[config.mk]
export PLATFORM = sky130hd
export DESIGN_NAME = bf16_to_int18_pipe
export DESIGN_NICKNAME = d
export VERILOG_FILES = /design/src/rtl/bf16_to_int18_pipe.sv
export SDC_FILE = /design/constraint.sdc
export NUM_CORES = 1
export LEC_CHECK = 0
export ABC_AREA = 1
export CAP_MARGIN = 20
export CORE_MARGIN = 2
export CORE_UTILIZATION = 45
export DETAILED_ROUTE_END_ITERATION = 10
export HOLD_SLACK_MARGIN = 0.15
export PLACE_DENSITY = 0.66
export REMOVE_ABC_BUFFERS = 1
export SYNTH_ARGS = -nofsm -noshare
export SYNTH_HDL_FRONTEND = slang
export SYNTH_SLANG_ARGS = --single-unit
[constraint.sdc]
create_clock -name clk -period 4 [get_ports clk]
set_input_delay 0.8 -clock clk [delete_from_list [all_inputs] [get_ports clk]]
set_output_delay 0.8 -clock clk [all_outputs]
set_load 0.02 [all_outputs]
[src/rtl/bf16_to_int18_pipe.sv]
// BF16 to signed 18-bit fixed-point converter (FRAC_BITS fractional bits), 2-stage valid/ready pipeline.
// Optional macro BF16_TO_INT_ROUND_NEAREST_EN: right shifts round to nearest-even instead of truncating.
module bf16_to_int18_pipe #(
    parameter int FRAC_BITS = 8
) (
    input  logic        clk,
    input  logic        rst,
    input  logic        in_valid,
    output logic        in_ready,
    input  logic [15:0] in_bf16,
    output logic        out_valid,
    input  logic        out_ready,
    output logic [17:0] out_data,
    output logic        out_sat,
    output logic        sat_sticky,
    input  logic        sat_clear
);

    typedef enum logic [1:0] {
        CLS_ZERO = 2'd0,
        CLS_NORM = 2'd1,
        CLS_INF  = 2'd2,
        CLS_NAN  = 2'd3
    } cls_t;

    logic              w_s1_en;
    logic              w_s2_en;

    logic              r_s1_valid;
    logic              r_s1_sign;
    logic [7:0]        r_s1_sig;
    logic signed [9:0] r_s1_sh;
    cls_t              r_s1_cls;

    logic              r_s2_valid;
    logic [17:0]       r_out_data;
    logic              r_out_sat;
    logic              r_sat_sticky;

    logic [7:0]        w_exp;
    logic [6:0]        w_mant;
    logic signed [9:0] w_sh;
    cls_t              w_cls;

    assign w_s2_en  = !r_s2_valid || out_ready;
    assign w_s1_en  = !r_s1_valid || w_s2_en;
    assign in_ready = w_s1_en;

    // Stage 1: decode exponent into a signed left-shift amount relative to the 8-bit significand.
    assign w_exp  = in_bf16[14:7];
    assign w_mant = in_bf16[6:0];
    assign w_sh   = $signed({2'b00, w_exp}) - 10'sd134 + $signed(10'(FRAC_BITS));

    always_comb begin
        w_cls = CLS_NORM;
        if (w_exp == 8'h00) begin
            w_cls = CLS_ZERO;
        end else if (w_exp == 8'hFF) begin
            w_cls = (w_mant == 7'd0) ? CLS_INF : CLS_NAN;
        end
    end

    always_ff @(posedge clk) begin
        if (rst) begin
            r_s1_valid <= 1'b0;
            r_s1_sign  <= 1'b0;
            r_s1_sig   <= '0;
            r_s1_sh    <= '0;
            r_s1_cls   <= CLS_ZERO;
        end else if (w_s1_en) begin
            r_s1_valid <= in_valid;
            if (in_valid) begin
                r_s1_sign <= in_bf16[15];
                r_s1_sig  <= {1'b1, w_mant};
                r_s1_sh   <= w_sh;
                r_s1_cls  <= w_cls;
            end
        end
    end

    // Stage 2: shift/saturate. Right shifts go through a 16-bit window so the
    // shifted-out bits (guard + sticky) land in the low byte.
    logic signed [9:0] w_nsh;
    logic [15:0]       w_ext;
    logic [17:0]       w_mag;
    logic              w_round_up;
    logic              w_ovf;
    logic [17:0]       w_signed_mag;
    logic [17:0]       w_sat_val;
    logic [17:0]       w_s2_data;
    logic              w_s2_sat;

    always_comb begin
        w_nsh      = -r_s1_sh;
        w_ext      = '0;
        w_mag      = '0;
        w_round_up = 1'b0;
        w_ovf      = 1'b0;
        if (r_s1_sh >= 10'sd10) begin
            w_ovf = 1'b1;
        end else if (r_s1_sh >= 10'sd0) begin
            w_mag = {10'd0, r_s1_sig} << r_s1_sh[3:0];
        end else begin
            if (w_nsh <= 10'sd8) begin
                w_ext = {r_s1_sig, 8'd0} >> w_nsh[3:0];
            end
`ifdef BF16_TO_INT_ROUND_NEAREST_EN
            w_round_up = w_ext[7] & ((|w_ext[6:0]) | w_ext[8]);
`endif
            // Magnitude here is at most 128 after rounding, so no carry can reach the saturation limit.
            w_mag = ({2'b00, w_ext} >> 8) + {17'd0, w_round_up};
        end
    end

    assign w_signed_mag = r_s1_sign ? (18'd0 - w_mag) : w_mag;
    assign w_sat_val    = r_s1_sign ? 18'h20000 : 18'h1FFFF;

    always_comb begin
        w_s2_data = '0;
        w_s2_sat  = 1'b0;
        case (r_s1_cls)
            CLS_ZERO: begin
                w_s2_data = '0;
                w_s2_sat  = 1'b0;
            end
            CLS_NAN: begin
                w_s2_data = '0;
                w_s2_sat  = 1'b1;
            end
            CLS_INF: begin
                w_s2_data = w_sat_val;
                w_s2_sat  = 1'b1;
            end
            default: begin
                w_s2_data = w_ovf ? w_sat_val : w_signed_mag;
                w_s2_sat  = w_ovf;
            end
        endcase
    end

    always_ff @(posedge clk) begin
        if (rst) begin
            r_s2_valid <= 1'b0;
            r_out_data <= '0;
            r_out_sat  <= 1'b0;
        end else if (w_s2_en) begin
            r_s2_valid <= r_s1_valid;
            if (r_s1_valid) begin
                r_out_data <= w_s2_data;
                r_out_sat  <= w_s2_sat;
            end
        end
    end

    // A saturating transfer beats a simultaneous clear.
    always_ff @(posedge clk) begin
        if (rst) begin
            r_sat_sticky <= 1'b0;
        end else if (r_s2_valid && out_ready && r_out_sat) begin
            r_sat_sticky <= 1'b1;
        end else if (sat_clear) begin
            r_sat_sticky <= 1'b0;
        end
    end

    assign out_valid  = r_s2_valid;
    assign out_data   = r_out_data;
    assign out_sat    = r_out_sat;
    assign sat_sticky = r_sat_sticky;

endmodule

==> impl_summary.log <==
INFO  metric outcome = finished, final reports clean
INFO  metric min_path_type = reg -> reg
INFO  metric cap_viol_max_count = 0
INFO  metric path_clk_slew = 0.09 ns
INFO  metric report.final.slew_viol_count = 0
INFO  metric vias_in_the_first_global_route = 3818
INFO  metric synth_compound_area_share = 19.8%
INFO  metric cell_accounting_for_the_most_synthesized_area = dfxtp_1
INFO  metric leakagePower = 1.94 nW
INFO  metric totalWireLength = 10600 um
INFO  metric layout-area-overhead-vs-synth = 15.2%
INFO  metric critical-path-slowest-cell = dfxtp_1
INFO  metric drtIter0Drc = 298
INFO  metric ant_cells = 0
INFO  metric ys_async_sr_fraction = 0%
INFO  metric timing_worst_setup_path_type = reg -> reg
INFO  metric core.rowCount = 33
INFO  metric ctsResizeCount = 0
INFO  metric setup_violating_endpoint_count_in_the_final_report = 0
INFO  metric clkLatencyLatePin = 0.31 ns
INFO  metric grt_remaining_overflow = 0
INFO  metric slew-limit-headroom = 37.5%
INFO  metric critical_path_peak_fanout = 18
INFO  metric fin_skew = 0.00577 ns
INFO  metric globalplace.congestion = 0.925
INFO  metric synth_edf_count = 0
INFO  metric post_route_cells_drive_above_1_share = 10.6%
INFO  metric htree_num_levels = 2
INFO  metric totalNegativeSetupSlack = 0 ns
INFO  metric slowest_delay = 0.56 ns
INFO  metric yosys.area.top_type_share = 22.9%
INFO  metric height_of_the_chip = 95.4 um
INFO  metric synthCells = 618
INFO  metric synth-warning-count = 0
INFO  metric synth.avg_cell_area = 6.08 um^2
INFO  metric worstMarginPinSlew = 0.937 ns
INFO  metric max-clock-path-buffers = 2
INFO  metric fp.coreArea = 0.00813 mm^2
INFO  metric cp_data_required_time = 4.24 ns
INFO  metric avgRoutedWirePerCell = 14.1 um
INFO  metric cts_post_setup_buffers_inserted = 0
INFO  metric synth_commonest_cells = 143 x nand2_1, 69 x nand3_1, 58 x nor2_1
INFO  metric dp_cell_count = 745
INFO  metric timing.critical_path.cells = inv_2 -> ha_1 -> clkinv_1 -> o21ai_0 -> o21ai_0 -> nand3_1 -> nand2_1 -> inv_2 -> ha_1 -> inv_1 -> nor2_4 -> nand2_4 -> nor2_4 -> nand3_2 -> nand2_1 -> nand2_1 -> nand3_1 -> nand2_1 -> a21oi_2
INFO  metric post-dp-hpwl = 8090 um
INFO  metric yosys.cell_count.top_type = nand2_1
INFO  metric synthFlopType = dfxtp_1
INFO  metric grt_start_max_net_pins = 34
INFO  metric drtAntennaViolNets = 0
INFO  metric via_count = 4098
INFO  metric achievable_frequency = 303 MHz
INFO  metric overall_fraction_of_global_route_tracks_in_use = 25.0%
INFO  metric ir_worst_vdd = 0.183 mV
INFO  metric grt_pass1_wl = 18100 um
INFO  metric start_kind = flop
INFO  metric die-width = 95.4 um
INFO  metric number_of_antenna_violations_at_the_first_check_in_global_routing = 0
INFO  metric final_critical_path_share_of_the_clock_period = 82.6%
INFO  metric design.portCount = 43
INFO  metric die-area = 0.00910 mm^2
INFO  metric crit_path_frequent_cell = nand2_1
INFO  metric synth_cell_type_count = 47
INFO  metric powerDensity = 339 mW/mm^2
INFO  metric grt_setup_unrepaired = no
INFO  metric numCtsBuffers = 5
INFO  metric timing_hold_violations_final = 0
INFO  metric worst-endpoint-arrival = 3.54 ns
INFO  metric vias_per_cell = 5.44
INFO  metric yosysSeqAreaShare = 22.9%
INFO  metric num-fill-cells = 823
INFO  metric total_drc_errors_in_the_routed_layout = 0
INFO  metric cts_root_buffer = clkbuf_8
INFO  metric clock-sinks = 43
INFO  metric drt-pass1-iter-count = 4
INFO  metric cts_hold_buffers = 0
INFO  metric proportion_of_synthesized_area_in_mux_cells = 0.266%
INFO  metric tritoncts = built
INFO  metric min_path_cells = 2
INFO  metric rr_worst_depth = 19
INFO  metric number_of_flip_flops_and_latches_in_the_synthesized_netlist = 43
INFO  metric instances_no_fill = 753
INFO  metric initial_utilization = 46.2%
INFO  metric netlist_top_cells_area = dfxtp_1 23%, nand2_1 14%, nand3_1 9.2%
INFO  metric final.min_clock_period = 3.30 ns
INFO  metric largest_family_of_logic_cells_by_synthesized_area = simple AND/OR/NAND/NOR gates
INFO  metric syn_area = 0.00376 mm^2
INFO  metric post_synth_xor_area_fraction = 1.83%
INFO  metric reg2reg_setup_slack = 0.70 ns
INFO  metric post_synth_and_or_nand_nor_area_fraction = 42.2%
INFO  metric layout.nets = 674
INFO  metric post_synth_fa_ha_maj_area_fraction = 2.00%
INFO  metric worstSetupEndpointType = flop
INFO  metric port-buffer-count = 42
worst paths after layout:
path,from,to
max,r_s1_sh[0],out_data[10]
min,sat_sticky,sat_sticky
max reg2reg,r_s1_sh[0],out_data[10]
min reg2reg,sat_sticky,sat_sticky
cell usage in the layout (no fill, tap or decap), types with 2 or more instances in the layout:
| master | n |
|---|---|
| nand2_1 | 143 |
| nand3_1 | 69 |
| nor2_1 | 58 |
| inv_1 | 57 |
| a21oi_1 | 52 |
| o21ai_0 | 51 |
| dfxtp_1 | 43 |
| clkdlybuf4s50_1 | 42 |
| nand2_2 | 14 |
| o21ai_1 | 12 |
| nand4_1 | 12 |
| buf_4 | 9 |
| nor2_4 | 7 |
| inv_2 | 6 |
| nand3_2 | 6 |
| nor3_1 | 6 |
| ha_1 | 6 |
| xor2_1 | 5 |
| clkbuf_8 | 5 |
| o211ai_1 | 4 |
| a21boi_1 | 3 |
| o21ai_2 | 3 |
| a31oi_1 | 3 |
| nor2_2 | 3 |
| nand2_4 | 2 |
| clkinv_1 | 2 |
| a21boi_0 | 2 |
| or2_2 | 2 |
| clkinv_2 | 2 |
| nor4_1 | 2 |
metrics by stage:
step / util (%) / power, mW / hold WS (ns) / cell area, um^2 / setup WS, ns
3_3_place_gp: 51.8 / 1.10 / 0.453 / 4220 / 0.931
5_1_grt: 53.2 / 1.58 / 0.519 / 4330 / 0.292
3_5_place_dp: 51.8 / 1.11 / 0.474 / 4220 / 0.781
4_1_cts: 53.2 / 1.47 / 0.490 / 4330 / 0.742
6_report: 53.2 / 1.47 / 0.481 / 4330 / 0.698
2_1_floorplan: - / 0.932 / 0.452 / 3600 / 0.826
cell families after synthesis:
kind of cell	Yosys count
adders and majority gates	6
and+or+nand+nor	330
AOI/OAI and AO/OA	136
xor gates and xnor gates	7
buffers and inverters	95
DFF	43
muxes	1
critical path, delay by kind of cell, from the launching register on:
family / cells / cell delay, ns
simple gates: 10 / 0.84
buf+inv: 4 / 0.66
flops: 1 / 0.56
fa+ha+maj: 2 / 0.65
compound gates: 3 / 0.49
power by group:
| part | switching [mW] | internal, mW |
|---|---|---|
| Sequential | 0.0261 | 0.458 |
| Clock | 0.169 | 0.186 |
| Combinational | 0.408 | 0.217 |
registers in the layout, indices dropped and copies added (netlist names):
register	cells
out_data	18
r_s1_sh	10
r_s1_sig	8
r_s1_cls	2
out_sat	1
out_valid	1
r_s1_sign	1
r_s1_valid	1
sat_sticky	1
routing by layer:
metal,vias up,share of wire [%],global-route usage [%]
met5,-,0,0
li1,2107,-,-
met4,0,0.99,6.55
met2,96,45,41.0
met1,1887,50,35.0
met3,8,4.0,2.77
final cells by class:
type	instances	area (um^2)	share of cell area, %
well taps	105	131	3.04
inverters	66	249	5.75
clock inverters	3	43.8	1.01
clock buffers	5	68.8	1.59
multi-input cells	480	2490	57.4
repair buffers	51	488	11.3
flip-flops and latches	43	861	19.9
(Power assumes the default switching activity.)
